### src/rtl/if_fetch_bridge_pkg.sv
// Shared definitions for the instruction/data SRAM-like bus bridges.
// Holds the fetch FSM state encoding, the kseg0/kseg1 address constants
// and a small alignment helper used on the fetch side.
package if_fetch_bridge_pkg;

  // Fetch FSM states: idle, address presented, waiting data,
  // word held for a stalled pipe, and draining a voided fetch.
  typedef enum logic [2:0] {
    ST_IDLE = 3'd0,
    ST_ADDR = 3'd1,
    ST_DATA = 3'd2,
    ST_HOLD = 3'd3,
    ST_DROP = 3'd4
  } fetch_state_e;

  // Top two virtual address bits selecting the unmapped kseg0/kseg1 window.
  localparam logic [1:0]  KSEG01_SEG = 2'b10;
  // Upper physical bits forced for kseg0/kseg1 (512 MB physical window).
  localparam logic [2:0]  PHYS_TOP   = 3'b000;
  localparam logic [31:0] WORD_ZERO  = 32'h0000_0000;

  // A fetch PC is usable only on a word boundary.
  function automatic logic is_aligned(input logic [31:0] pc);
    return (pc[1:0] == 2'b00);
  endfunction

endpackage

### src/rtl/if_fetch_bridge_addr_map.sv
// Virtual-to-physical mapping for the unmapped kernel segments.
// Latency: combinational.
// Backpressure: none.
module addr_map
  import if_fetch_bridge_pkg::*;
(
  input  logic [31:0] i_vaddr,
  output logic [31:0] o_paddr
);

  // kseg0 and kseg1 alias the same low 512 MB; everything else passes through.
  assign o_paddr = (i_vaddr[31:30] == KSEG01_SEG) ? {PHYS_TOP, i_vaddr[28:0]}
                                                  : i_vaddr;

endmodule

### src/rtl/if_fetch_bridge.sv
// Bridge between the IF stage fetch ports and the SRAM-like instruction bus.
// Latency: zero-wait bus delivers in the request cycle; otherwise data_ok cycle.
// Backpressure: stallreq_from_if until the word arrives; HOLD buffers it while pipe_stall.
module if_fetch_bridge
  import if_fetch_bridge_pkg::*;
(
  input  logic        clk,
  input  logic        rst,
  input  logic [31:0] if_pc,
  input  logic        fetch_en,
  input  logic        pipe_stall,
  input  logic        flush,
  output logic [31:0] if_instr,
  output logic        stallreq_from_if,
  output logic        inst_req,
  output logic [31:0] inst_addr,
  input  logic        inst_addr_ok,
  input  logic        inst_data_ok,
  input  logic [31:0] inst_rdata,
  output logic [15:0] ok_count
);

  fetch_state_e r_state;
  logic [31:0]  r_addr;      // address held stable while waiting addr_ok
  logic [31:0]  r_buf;       // word kept for a stalled pipeline
  logic         r_discard;   // flush seen while the address was still pending
  logic [15:0]  r_ok_count;

  logic         w_aligned;
  logic         w_want;
  logic [31:0]  w_paddr;
  logic         w_issue;
  logic         w_req;
  logic         w_deliver;

  addr_map u_addr_map (
    .i_vaddr (if_pc),
    .o_paddr (w_paddr)
  );

  assign w_aligned = is_aligned(if_pc);
  assign w_want    = fetch_en & w_aligned & ~flush;

  // Decide whether a fresh request goes out and whether a word is delivered now.
  always_comb begin
    w_issue   = 1'b0;
    w_deliver = 1'b0;
    case (r_state)
      ST_IDLE: begin
        w_issue   = w_want;
        w_deliver = w_want & inst_addr_ok & inst_data_ok;
      end
      ST_ADDR: begin
        w_deliver = inst_addr_ok & inst_data_ok & ~r_discard & ~flush;
      end
      ST_DATA: begin
        w_deliver = inst_data_ok & ~flush;
      end
      ST_DROP: begin
        // Only one fetch may be outstanding: wait for the voided word first.
        w_issue   = w_want & inst_data_ok;
      end
      default: begin
        w_issue   = 1'b0;
        w_deliver = 1'b0;
      end
    endcase
  end

  assign w_req = (r_state == ST_ADDR) | w_issue;

  // Reset forces every fetch-side output low immediately, not just at the next edge.
  assign inst_req         = rst & w_req;
  assign inst_addr        = !rst ? WORD_ZERO
                          : (r_state == ST_ADDR) ? r_addr : w_paddr;
  assign if_instr         = !rst ? WORD_ZERO
                          : w_deliver ? inst_rdata
                          : (r_state == ST_HOLD) ? r_buf : WORD_ZERO;
  assign stallreq_from_if = rst & fetch_en & w_aligned & ~w_deliver
                          & (r_state != ST_HOLD);
  assign ok_count         = r_ok_count;

  // Fetch FSM: request tracking, flush voiding, stall buffering and delivery count.
  always_ff @(posedge clk or negedge rst) begin
    if (!rst) begin
      r_state    <= ST_IDLE;
      r_addr     <= WORD_ZERO;
      r_buf      <= WORD_ZERO;
      r_discard  <= 1'b0;
      r_ok_count <= 16'h0000;
    end else begin
      if (w_deliver) begin
        r_ok_count <= r_ok_count + 16'd1;
      end
      if (w_deliver && pipe_stall) begin
        r_buf <= inst_rdata;
      end

      case (r_state)
        ST_IDLE: begin
          if (w_issue) begin
            if (!inst_addr_ok) begin
              r_state <= ST_ADDR;
              r_addr  <= w_paddr;
            end else if (inst_data_ok) begin
              r_state <= pipe_stall ? ST_HOLD : ST_IDLE;
            end else begin
              r_state <= ST_DATA;
            end
          end
        end

        ST_ADDR: begin
          if (inst_addr_ok) begin
            r_discard <= 1'b0;
            if (inst_data_ok) begin
              r_state <= (w_deliver && pipe_stall) ? ST_HOLD : ST_IDLE;
            end else begin
              r_state <= (r_discard || flush) ? ST_DROP : ST_DATA;
            end
          end else if (flush) begin
            // The request cannot be withdrawn; remember to throw its data away.
            r_discard <= 1'b1;
          end
        end

        ST_DATA: begin
          if (inst_data_ok) begin
            r_state <= (w_deliver && pipe_stall) ? ST_HOLD : ST_IDLE;
          end else if (flush) begin
            r_state <= ST_DROP;
          end
        end

        ST_HOLD: begin
          if (flush) begin
            r_state <= ST_IDLE;
            r_buf   <= WORD_ZERO;
          end else if (!pipe_stall) begin
            r_state <= ST_IDLE;
          end
        end

        ST_DROP: begin
          if (inst_data_ok) begin
            if (w_issue) begin
              if (!inst_addr_ok) begin
                r_state <= ST_ADDR;
                r_addr  <= w_paddr;
              end else begin
                // This cycle's data_ok belongs to the voided fetch.
                r_state <= ST_DATA;
              end
            end else begin
              r_state <= ST_IDLE;
            end
          end
        end

        default: begin
          r_state <= ST_IDLE;
        end
      endcase
    end
  end

endmodule

### config.mk
export PLATFORM = sky130hd
export DESIGN_NAME = if_fetch_bridge
export DESIGN_NICKNAME = d
export VERILOG_FILES = /design/src/rtl/if_fetch_bridge_pkg.sv /design/src/rtl/if_fetch_bridge_addr_map.sv /design/src/rtl/if_fetch_bridge.sv
export SDC_FILE = /design/constraint.sdc
export NUM_CORES = 1
export LEC_CHECK = 0
export BUFFER_PORTS_ARGS = -buffer_cell sky130_fd_sc_hd__clkbuf_2
export CAP_MARGIN = 0
export CORE_MARGIN = 1
export CORE_UTILIZATION = 50
export CTS_CLUSTER_DIAMETER = 80
export DETAILED_ROUTE_END_ITERATION = 12
export PLACE_DENSITY = 0.79
export SLEW_MARGIN = 5
export SYNTH_ARGS = -nofsm -noshare
export SYNTH_HDL_FRONTEND = slang
export SYNTH_SLANG_ARGS = --single-unit
### constraint.sdc
create_clock -name clk -period 5.9 [get_ports clk]
set_input_delay 1.18 -clock clk [delete_from_list [all_inputs] [get_ports clk]]
set_output_delay 1.18 -clock clk [all_outputs]
set_load 0.1 [all_outputs]
After elaboration in Yosys (flattened, before gate mapping)
Index checks and enable logic that the tools add are counted.
- $add $sub $neg: 1
- equality and inequality tests: 11
- muxes and demuxes: 33
- bitwise logic cells: 18
- reductions and logical operators: 9
- operators by type and width (cell ; count):
    two-way mux 32 bit ; 12
    case mux 32 bit (2 select lines) ; 1
    two-way mux 3 bit ; 10
    adder 16 x 1 -> 16 bit, second input constant ; 1
    case mux 3 bit (5 select lines) ; 1
    bitwise AND 1 bit ; 14
    two-way mux 2 bit ; 5
    == test 3 x 2 -> 1 bit, second input constant ; 2
    != test 2 bit, second input constant ; 3
    != test 3 bit, second input constant ; 2
    AND reduction 5 bit ; 1
    AND reduction 2 bit ; 2
    nonzero test 2 bit ; 2
    == test 3 x 1 -> 1 bit, second input constant ; 1
    == test 3 bit, second input constant ; 1
    zero test 3 bit ; 1
    != test 3 x 2 -> 1 bit, second input constant ; 1
    NOT 1 bit ; 3
    case mux 1 bit (3 select lines) ; 1
    == test 2 bit, second input constant ; 1
    zero test 2 bit ; 1
    two-way mux 1 bit ; 2
    case mux 1 bit (2 select lines) ; 1
    logical AND 1 bit ; 1
    other kinds (2) ; 2
- register bits: 84
- bits of input ports: 71
- word-level logic and storage cells: 77

Longest topological paths before layout
Gate-level depths: netlist of run 1.
- word-level depth: 11
- depth in mapped cells: 7
- depth with buffers taken out: 5

By module
A second synthesis of run 1 with hierarchy kept.
- cells, all modules: 512
- area, all modules: 4982.3 um^2
- modules (own cells, without submodules) (module ; instances ; cells an instance ; area an instance (um^2) ; sequential area each (um^2)):
    if_fetch_bridge ; 1 ; 479 ; 4738.3 ; 2102.0
    addr_map ; 1 ; 33 ; 244.0 ; 0.0

Worst setup path before layout of run 1
Ideal clock, no wire load.
- kind: input-to-output
- start point: input flush
- end point: output inst_req
- arrival: 4.607 ns
- slack: 0.113 ns
- stages: 4
- cell sequence: buf_6 > nor4b_2 > nor2_1 > nor4_1
- cells in the longest elaborated chain, start to end: 6
- ends and longest elaborated chain (element ; RTL line ; RTL):
    from (decl) ; if_fetch_bridge.sv:12 ; input logic flush,
    NOT 1 bit * ; if_fetch_bridge.sv:42 ; assign w_want = fetch_en & w_aligned & ~flush;
    bitwise AND 1 bit * ; if_fetch_bridge.sv:42 ;
    bitwise AND 1 bit ; if_fetch_bridge.sv:61 ; w_issue = w_want & inst_data_ok;
    case mux 1 bit (2 select lines) * ; if_fetch_bridge.sv:48 ; case (r_state)
    OR 1 bit * ; if_fetch_bridge.sv:70 ; assign w_req = (r_state == ST_ADDR) | w_issue;
    bitwise AND 1 bit * ; if_fetch_bridge.sv:73 ; assign inst_req = rst & w_req;
    to (decl) ; if_fetch_bridge.sv:15 ; output logic inst_req,
Mark *: on every way between the ends. The rest lies on a longest branch, timed or not.

Worst setup path in the final report of run 1
- start point: input flush
- end point: output if_instr[2]
- cells in the longest elaborated chain, start to end: 7
- ends and longest elaborated chain (element ; RTL line ; RTL):
    NOT 1 bit * ; if_fetch_bridge.sv:42, if_fetch_bridge.sv:54, if_fetch_bridge.sv:57 ;
    bitwise AND 1 bit ; if_fetch_bridge.sv:42 ;
    bitwise AND 1 bit (2 in a row) ; if_fetch_bridge.sv:51 ; w_deliver = w_want & inst_addr_ok & inst_data_ok;
    case mux 1 bit (3 select lines) * ; if_fetch_bridge.sv:48 ;
    two-way mux 32 bit * ; if_fetch_bridge.sv:77 ; : w_deliver ? inst_rdata
    two-way mux 32 bit * ; if_fetch_bridge.sv:76 ; assign if_instr = !rst ? WORD_ZERO
    to (decl) ; if_fetch_bridge.sv:13 ; output logic [31:0] if_instr,
Marked as above.

==> results of run 1 <==
[power groups by stage]
stage          clock, uW  sequential (uW)  combinational [uW]
2_1_floorplan          0              943                1150
3_3_place_gp           0              921                1390
3_5_place_dp           0              931                1420
4_1_cts              415              922                1420
5_1_grt              438              953                1500
6_report             404              925                1410
[state kept, by name, summed over array words and instances, names as in the netlist]
register / count
r_buf: 32
r_discard: 1
r_state: 3
ok_count: 16
r_addr: 32
[worst paths after layout]
check | from | end | slack, ns | depth (start not counted)
worst max-delay path | flush | if_instr[2] | 1.21 | 7
worst min-delay path | ok_count[15]$_DFFE_PN0P_ | ok_count[15]$_DFFE_PN0P_ | 0.48 | 1
worst max register to register | r_state[0]$_DFFE_PN0P_ | r_buf[8]$_DFF_PN0_ | 3.01 | 4
worst min register to register | ok_count[15]$_DFFE_PN0P_ | ok_count[15]$_DFFE_PN0P_ | 0.48 | 1
max in group asynchronous | rst | r_addr[23]$_DFFE_PN0P_ | 4.10 | 2
min in group asynchronous | rst | ok_count[7]$_DFFE_PN0P_ | 0.80 | 1
[cell families (layout without fill, tap and decap cells)]
kind of cell,after synthesis,count (layout),synth area share (%)
fa+ha+maj,1,1,0.266
buf+inv,71,211,6.94
flops,84,84,44.7
xor+xnor,15,15,2.79
compound gates,103,103,14.8
mux,63,63,14.2
simple gates,159,159,16.3
[metal layers]
metal	track usage, %	up-vias	wire length [um]
met1	29.2	2019	4850
met5	0	-	0
met2	41.3	113	5760
met4	8.27	0	210
li1	-	1966	-
met3	3.40	21	389
[layout make-up]
type	instances	area (um^2)	share of cell area [%]
inverter	36	135	2.38
tap	111	139	2.45
clock buffer	12	165	2.91
clock inverter	4	32.5	0.573
multi-input combinational	341	2280	40.3
sequential	84	2100	37.0
timing repair buffer	159	816	14.4
[synth_stat cells (all sizes together), types with 3 or more instances]
master   count
nand2      106
dfrtp       84
a21oi       48
inv         35
mux2i       33
a22o        32
mux2        30
clkbuf      18
buf         17
xor2        13
nor2b        9
nand3        7
nor2         6
nand4        5
o21ai        5
and2         4
nor3b        3
o2111ai      3
[per-stage QoR]
stage	cell area, um^2	std cells
2_1_floorplan	4700	496
3_3_place_gp	5480	731
3_5_place_dp	5480	731
4_1_cts	5670	747
5_1_grt	5670	747
6_report	5670	747
[cells in the final DEF, fill, tap and decap left out, types with 6 or more instances in the layout]
master	instances
clkbuf_2	151
nand2_1	106
dfrtp_1	84
a21oi_1	48
inv_1	35
mux2i_1	33
a22o_1	32
mux2_2	28
xor2_1	13
clkbuf_8	12
nor2b_1	9
buf_4	8
nand3_1	7
nor2_1	6
[worst reg2reg max path: stages (launching register included)]
cell      delay, ns
dfrtp_1        0.59
and4bb_2       0.38
o21ai_0        0.63
a21o_2         0.89
mux2i_1        0.31
==> flow_metrics.env, run 1 <==
export IMPL_outcome="finished clean"
export IMPL_antenna_found_initial=0
export IMPL_leakagePower_uw=0.00321
export IMPL_drv_slew=0
export IMPL_slew_headroom_pct=17.4
export IMPL_ctsHoldBuffers=0
export IMPL_netlist_area_mm2=0.00470
export IMPL_seq_power_share_pct=33.7
export IMPL_cpMaxStageDelayCell="nor4b_2"
export IMPL_synth_edf_count=0
export IMPL_rows=35
export IMPL_drt_initial_drc_count=152
export IMPL_fillers=798
export IMPL_grt_setup_unrepaired="no"
export IMPL_netlist_instances=496
export IMPL_synth_cell_types=51
export IMPL_pwr_share_clk_pct=14.7
export IMPL_cp_common_cell="clkbuf_2"
export IMPL_whs_ns=0.479
export IMPL_cts_tree="built"
export IMPL_yosysSeqAreaShare_pct=44.7
export IMPL_layout_nets=703
export IMPL_numCtsBuffers=9
export IMPL_crit_required_ns=4.72
export IMPL_final_setup_tns_ns=0
export IMPL_arrival_ns=3.51
export IMPL_min_path_type="register to register"
export IMPL_p_per_area_mw_per_mm2=483
export IMPL_cp_max_fo=32
export IMPL_startpoint_type="input port"
export IMPL_synthFlopType="dfrtp_1"
export IMPL_grt_use_total_pct=23.4
export IMPL_worstSetupPathType="input port to output port"
export IMPL_overflow=0
export IMPL_synth_area_leaders="dfrtp_1 (45%), nand2_1 (8.5%), mux2i_1 (7.0%)"
export IMPL_async_reset_ff_share_pct=100
export IMPL_firstDrtPassIters=4
export IMPL_slowest_delay_ns=0.56
export IMPL_routed_via_density=5.51
export IMPL_die_w_um=99
export IMPL_ys_warn_count=0
export IMPL_pre_cts_ws_ns=1.25
export IMPL_clock_sinks=84
export IMPL_synth_area_leader_cell="dfrtp_1"
export IMPL_cp_buffers_inverters=3
export IMPL_dp_hpwl_um=7800
export IMPL_skew_ns=0.0155
export IMPL_intPower_uw=1300
export IMPL_grt_max_degree=46
export IMPL_gp_congestion=0.828
export IMPL_yosysTopAreaCellShare_pct=44.7
export IMPL_root_buffer="clkbuf_8"
export IMPL_floorplan_initialDensity_pct=51.2
export IMPL_insertedDiodeCount=0
export IMPL_coreArea_mm2=0.00920
export IMPL_first_global_vias=4006
export IMPL_wl_um=11200
export IMPL_netSwitchingFraction_pct=52.5
export IMPL_fmax_ghz=0.213
export IMPL_p_total_uw=2740
export IMPL_wire_per_inst_um=15.0
export IMPL_ant_nets=0
export IMPL_area_delta_synth_final_pct=20.6
export IMPL_die_h_um=99
export IMPL_drive_above_1_share_pct=33.2
export IMPL_vdd_drop_max_mv=0.400
export IMPL_io_pins=153
export IMPL_syn_nets=568
export IMPL_drc_errors=0
export IMPL_finalSetupViolations=0
export IMPL_cts_repair_resized=0
export IMPL_grt_pass1_wl_um=18400
export IMPL_worst_slew_pin_slew_ns=1.24
export IMPL_power_switching_uw=1440
export IMPL_synth_seq_cells=84
export IMPL_path_cells="clkbuf_2, nor4b_2, nand2_1, a211oi_4, buf_4, a22o_1, clkbuf_2"
export IMPL_hold_viol_final=0
export IMPL_comb_power_share_pct=51.5
export IMPL_dieArea_mm2=0.00980
export IMPL_avgSynthCellArea_um2=9.48
export IMPL_cts_reportedPaths_clkPinSlew_ns=0.08
export IMPL_worstSkewPairLatency_ns=0.35
export IMPL_postCtsSetupRepairBufs=0
export IMPL_fin_util_pct=61.7
export IMPL_min_period_ns=4.69
export IMPL_crit_path_end_kind="output port"
export IMPL_maxCapViolCount=0
export IMPL_dr_total_vias=4119
export IMPL_setup_ws_ns=1.21
export IMPL_htree_levels=3
export IMPL_fin_crit_sh_pct=79.4
export IMPL_portBuffers=152
export IMPL_cp_top_family="buffers and inverters"
export IMPL_cts_buffer_depth=2
Power figures use the tool's default switching activity.
==> inputs of run 2 (changes only) <==
--- a/config.mk
+++ b/config.mk
@@ -5,13 +5,14 @@
 export SDC_FILE = /design/constraint.sdc
 export NUM_CORES = 1
 export LEC_CHECK = 0
+export ABC_AREA = 1
 export BUFFER_PORTS_ARGS = -buffer_cell sky130_fd_sc_hd__clkbuf_2
 export CAP_MARGIN = 0
 export CORE_MARGIN = 1
-export CORE_UTILIZATION = 50
+export CORE_UTILIZATION = 47
 export CTS_CLUSTER_DIAMETER = 80
 export DETAILED_ROUTE_END_ITERATION = 12
-export PLACE_DENSITY = 0.79
+export PLACE_DENSITY = 0.77
 export SLEW_MARGIN = 5
 export SYNTH_ARGS = -nofsm -noshare
 export SYNTH_HDL_FRONTEND = slang
==> constraint.sdc (replaced) <==
create_clock -name clk -period 3.9 [get_ports clk]
set_input_delay 0.78 -clock clk [delete_from_list [all_inputs] [get_ports clk]]
set_output_delay 0.78 -clock clk [all_outputs]
set_load 0.1 [all_outputs]
==> flow_metrics.env, run 2 <==
export IMPL_numCtsBuffers=9
export IMPL_p_total_uw=5420
export IMPL_wl_um=12700
export IMPL_async_reset_ff_share_pct=100
export IMPL_netlist_instances=744
export IMPL_clock_sinks=84
export IMPL_yosysSeqAreaShare_pct=40.5
export IMPL_slew_headroom_pct=24.4
export IMPL_worstSkewPairLatency_ns=0.35
export IMPL_ys_warn_count=0
export IMPL_vdd_drop_max_mv=0.541
export IMPL_worst_slew_pin_slew_ns=1.13
export IMPL_postCtsSetupRepairBufs=0
export IMPL_grt_pass1_wl_um=21100
export IMPL_avgSynthCellArea_um2=6.98
export IMPL_layout_nets=940
export IMPL_leakagePower_uw=0.00337
export IMPL_floorplan_initialDensity_pct=48.1
export IMPL_fmax_ghz=0.292
export IMPL_met1_usage_pct=32.0
export IMPL_worstSetupPathType="input port to output port"
export IMPL_portBuffers=152
export IMPL_path_cells="clkbuf_2, nor2_1, nand3_1, inv_1, nand2_1, nand2_4, buf_4, nand3_1, a21oi_1, buf_4"
export IMPL_yosysTopAreaCellShare_pct=40.5
export IMPL_yosys_top_cells_count="nand2_1 (146), nor2_1 (118), dfrtp_1 (84)"
export IMPL_cp_max_fo=51
export IMPL_grt_setup_unrepaired="no"
export IMPL_dp_hpwl_um=8470
export IMPL_synth_edf_count=0
export IMPL_skew_ns=0.0143
export IMPL_min_path_type="input port to async pin"
export IMPL_insertedDiodeCount=0
export IMPL_grtUsageMet2_pct=36.3
export IMPL_dr_total_vias=5175
export IMPL_p_per_area_mw_per_mm2=839
export IMPL_cts_reportedPaths_clkPinSlew_ns=0.08
export IMPL_io_pins=153
export IMPL_routed_via_density=5.11
export IMPL_drive_above_1_share_pct=21.1
export IMPL_wire_per_inst_um=12.6
export IMPL_syn_nets=816
export IMPL_outcome="finished clean"
export IMPL_min_period_ns=3.43
export IMPL_first_global_vias=4448
export IMPL_crit_path_end_kind="output port"
export IMPL_use_met3_pct=3.89
export IMPL_final_setup_tns_ns=0
export IMPL_crit_required_ns=3.12
export IMPL_startpoint_type="input port"
export IMPL_synth_area_leader_cell="dfrtp_1"
export IMPL_finalSetupViolations=0
export IMPL_fin_crit_sh_pct=87.8
export IMPL_firstDrtPassIters=5
export IMPL_synth_cell_types=28
export IMPL_finalNonFillerCells=1012
export IMPL_dieArea_mm2=0.0115
export IMPL_slowest_delay_ns=0.41
export IMPL_synth_area_leaders="dfrtp_1 (40%), nand2_1 (11%), nor2_1 (8.5%)"
export IMPL_ctsHoldBuffers=0
export IMPL_netlist_area_mm2=0.00519
export IMPL_arrival_ns=2.65
export IMPL_antenna_found_initial=0
export IMPL_placedCellCount=997
export IMPL_drv_slew=0
export IMPL_drc_errors=0
export IMPL_cp_top_family="simple AND/OR/NAND/NOR gates"
export IMPL_grt_use_total_pct=23.0
export IMPL_yosysMostFrequentCell="nand2_1"
export IMPL_htree_levels=3
export IMPL_top_usage_layer="met2"
export IMPL_synthFlopType="dfrtp_1"
export IMPL_rows=38
export IMPL_final_cell_mix="nand2_1 (145), clkbuf_2 (127), nor2_1 (118)"
export IMPL_ant_nets=0
export IMPL_die_h_um=107
export IMPL_cts_tree="built"
export IMPL_cp_buffers_inverters=4
export IMPL_die_w_um=107
export IMPL_synth_seq_cells=84
export IMPL_hold_viol_final=0
export IMPL_cts_repair_resized=0
export IMPL_ff2ff_setup_slack_ns=1.62
export IMPL_grt_max_degree=119
export IMPL_area_delta_synth_final_pct=24.6
export IMPL_root_buffer="clkbuf_8"
export IMPL_cpMaxStageDelayCell="nand2_4"
export IMPL_drt_initial_drc_count=377
export IMPL_maxCapViolCount=0
export IMPL_final_common_cell="nand2_1"
export IMPL_cts_buffer_depth=2
export IMPL_overflow=0
export IMPL_coreArea_mm2=0.0108
export IMPL_gp_congestion=0.892
==> run 2: cell types whose count changed in the layout (fill, tap and decap cells not counted), sizes merged, moves of 31 or more <==
cell,previous run,this run
nor2,6,119
mux2i,33,0
inv,35,84
a22o,32,0
nand3b,0,31
o21ai,5,78
nand2,106,148
==> run 2: cell families after synthesis <==
family / share of synthesized area [%]
buf+inv: 11.0
fa+ha+maj: 0.241
simple gates: 28.6
compound gates: 18.1
xor+xnor: 1.52
flops: 40.5
==> run 2: per-stage QoR <==
step	hold WS (ns)	cell area (um^2)	utilization, %	worst slack (ns)
3_5_place_dp	0.469	6280	58.2	0.516
2_1_floorplan	0.448	5190	-	0.0712
5_1_grt	0.517	6470	59.9	0.271
4_1_cts	0.490	6470	59.9	0.511
6_report	0.456	6470	59.9	0.475
3_3_place_gp	0.462	6280	58.2	0.550
==> run 2: layout make-up <==
cell class / count / area, um^2
fill: 1039 / 4320
multi-input combinational: 528 / 2520
sequential: 84 / 2100
timing repair buffer: 161 / 1170
inverter: 84 / 318
tap: 140 / 175
clock buffer: 9 / 124
clock inverter: 6 / 65.1
==> run 2: path summary, 6_finish.rpt <==
kind / startpoint / end / cells after the start
worst max register to register: r_state[1]$_DFFE_PN0P_ / ok_count[6]$_DFFE_PN0P_ / 11
worst max-delay path: if_pc[0] / if_instr[24] / 10
worst min-delay path: rst / r_buf[19]$_DFF_PN0_ / 2
max in group asynchronous: rst / r_addr[20]$_DFFE_PN0P_ / 2
worst min register to register: r_addr[30]$_DFFE_PN0P_ / r_addr[30]$_DFFE_PN0P_ / 2
min in group clk: r_addr[30]$_DFFE_PN0P_ / r_addr[30]$_DFFE_PN0P_ / 2
==> run 2: where the power goes <==
group	switching, uW	internal [uW]
combinational	2540	692
clock	327	294
sequential	288	1280
==> run 2: per-layer routing <==
metal	share of wire, %	vias up
li1	-	2631
met1	46	2372
met2	47	156
met3	6.0	16
met4	1.5	0
met5	0	-
==> inputs of run 3 (changes only) <==
--- a/config.mk
+++ b/config.mk
@@ -9,10 +9,10 @@
 export BUFFER_PORTS_ARGS = -buffer_cell sky130_fd_sc_hd__clkbuf_2
 export CAP_MARGIN = 0
 export CORE_MARGIN = 1
-export CORE_UTILIZATION = 47
+export CORE_UTILIZATION = 40
 export CTS_CLUSTER_DIAMETER = 80
 export DETAILED_ROUTE_END_ITERATION = 12
-export PLACE_DENSITY = 0.77
+export PLACE_DENSITY = 0.67
 export SLEW_MARGIN = 5
 export SYNTH_ARGS = -nofsm -noshare
 export SYNTH_HDL_FRONTEND = slang
==> flow_metrics.env, run 3 (synthesized netlist as in run 2, its figures left out) <==
export IMPL_outcome="finished clean"
export IMPL_numCtsBuffers=9
export IMPL_routed_via_density=4.92
export IMPL_p_per_area_mw_per_mm2=856
export IMPL_dr_total_vias=5145
export IMPL_worstSetupPathType="input port to output port"
export IMPL_worst_slew_pin_slew_ns=0.672
export IMPL_min_path_type="input port to async pin"
export IMPL_rr_worst_depth=10
export IMPL_die_w_um=116
export IMPL_postCtsSetupRepairBufs=0
export IMPL_skew_ns=0.00372
export IMPL_layout_nets=942
export IMPL_maxCapViolCount=0
export IMPL_floorplan_initialDensity_pct=41.1
export IMPL_rows=41
export IMPL_finalInstanceArea_mm2=0.00665
export IMPL_grt_setup_unrepaired="no"
export IMPL_first_global_vias=4542
export IMPL_insertedDiodeCount=0
export IMPL_io_pins=153
export IMPL_finalNonFillerCells=1046
export IMPL_arrival_ns=2.60
export IMPL_ctsHoldBuffers=0
export IMPL_firstDrtPassIters=5
export IMPL_drt_initial_drc_count=370
export IMPL_grt_max_degree=92
export IMPL_fillers=1292
export IMPL_area_delta_synth_final_pct=28.2
export IMPL_htree_levels=3
export IMPL_dp_hpwl_um=8940
export IMPL_crit_path_end_kind="output port"
export IMPL_fmax_ghz=0.296
export IMPL_placedCellCount=1031
export IMPL_leakagePower_uw=0.00344
export IMPL_drive_above_1_share_pct=21.3
export IMPL_min_period_ns=3.38
export IMPL_hold_viol_final=0
export IMPL_ant_nets=0
export IMPL_root_buffer="clkbuf_16"
export IMPL_cts_reportedPaths_clkPinSlew_ns=0.06
export IMPL_slew_headroom_pct=55.2
export IMPL_drv_slew=0
export IMPL_final_common_cell="nand2_1"
export IMPL_dieArea_mm2=0.0134
export IMPL_cts_buffer_depth=2
export IMPL_final_setup_tns_ns=0
export IMPL_post_dp_cell_area_mm2=0.00635
export IMPL_overflow=0
export IMPL_clock_sinks=84
export IMPL_portBuffers=152
export IMPL_die_h_um=116
export IMPL_wire_per_inst_um=12.9
export IMPL_final_cell_mix="nand2_1 (145), clkbuf_2 (120), nor2_1 (118)"
export IMPL_finalSetupViolations=0
export IMPL_wl_um=13500
export IMPL_fin_crit_sh_pct=86.6
export IMPL_startpoint_type="input port"
export IMPL_grt_pass1_wl_um=22000
export IMPL_drc_errors=0
export IMPL_vdd_drop_max_mv=0.528
export IMPL_cp_max_fo=46
export IMPL_antenna_found_initial=0
export IMPL_grt_use_total_pct=21.1
export IMPL_crit_required_ns=3.12
export IMPL_gp_congestion=0.818
export IMPL_cts_tree="built"
export IMPL_cts_repair_resized=0
export IMPL_worstSkewPairLatency_ns=0.35
export IMPL_coreArea_mm2=0.0126
-- run 3: cell types whose count changed in the layout (fill, tap and decap cells not counted), sizes merged --
cell | before | now
inv | 84 | 83
clkbuf | 136 | 131
buf | 34 | 43
clkinvlp | 1 | 0
-- run 3: metrics by stage --
step / hold slack, ns / power, uW / worst slack [ns] / util [%]
2_1_floorplan: 0.448 / 4210 / 0.0712 / -
3_3_place_gp: 0.462 / 4790 / 0.561 / 50.3
3_5_place_dp: 0.469 / 4830 / 0.526 / 50.3
4_1_cts: 0.457 / 5730 / 0.521 / 52.7
5_1_grt: 0.478 / 6060 / 0.290 / 52.7
6_report: 0.426 / 5690 / 0.523 / 52.7
-- run 3: area by class of cell --
cell class / instances / area, um^2 / area share, %
clock inverter: 4 / 48.8 / 0.733
clock buffer: 11 / 253 / 3.80
tap: 172 / 215 / 3.23
sequential: 84 / 2100 / 31.6
inverter: 84 / 318 / 4.78
timing repair buffer: 163 / 1200 / 18.0
multi-input combinational: 528 / 2520 / 37.9
-- run 3: worst max-delay path, cell delays in order --
cell      delay, ns
clkbuf_2       0.09
nor2_1         0.14
nand3_1        0.15
inv_1          0.08
nand2_1        0.08
nand2_4        0.27
nand2_4        0.09
inv_4          0.38
nor2_1         0.09
nor2_1         0.22
buf_12         0.21
-- run 3: routing by layer --
| layer | global-route usage [%] | share of wire, % |
|---|---|---|
| met5 | 0 | 0 |
| met4 | 9.91 | 2.4 |
| met3 | 4.71 | 5.4 |
| met2 | 32.5 | 46 |
| met1 | 28.3 | 46 |
-- run 3: final timing paths --
path	from	end	slack, ns
max in group asynchronous	rst	r_buf[20]$_DFF_PN0_	2.67
min reg2reg	r_addr[19]$_DFFE_PN0P_	r_addr[19]$_DFFE_PN0P_	0.48
max	if_pc[0]	if_instr[30]	0.52
min	rst	r_buf[19]$_DFF_PN0_	0.43
max reg2reg	r_state[0]$_DFFE_PN0P_	ok_count[6]$_DFFE_PN0P_	1.89
min in group clk	r_addr[19]$_DFFE_PN0P_	r_addr[19]$_DFFE_PN0P_	0.48
-- run 3: report_power, final --
group / leakage (uW) / internal, uW / switching (uW)
Combinational: 0.00224 / 696 / 2540
Clock: 0.000151 / 526 / 355
Sequential: 0.00106 / 1290 / 288
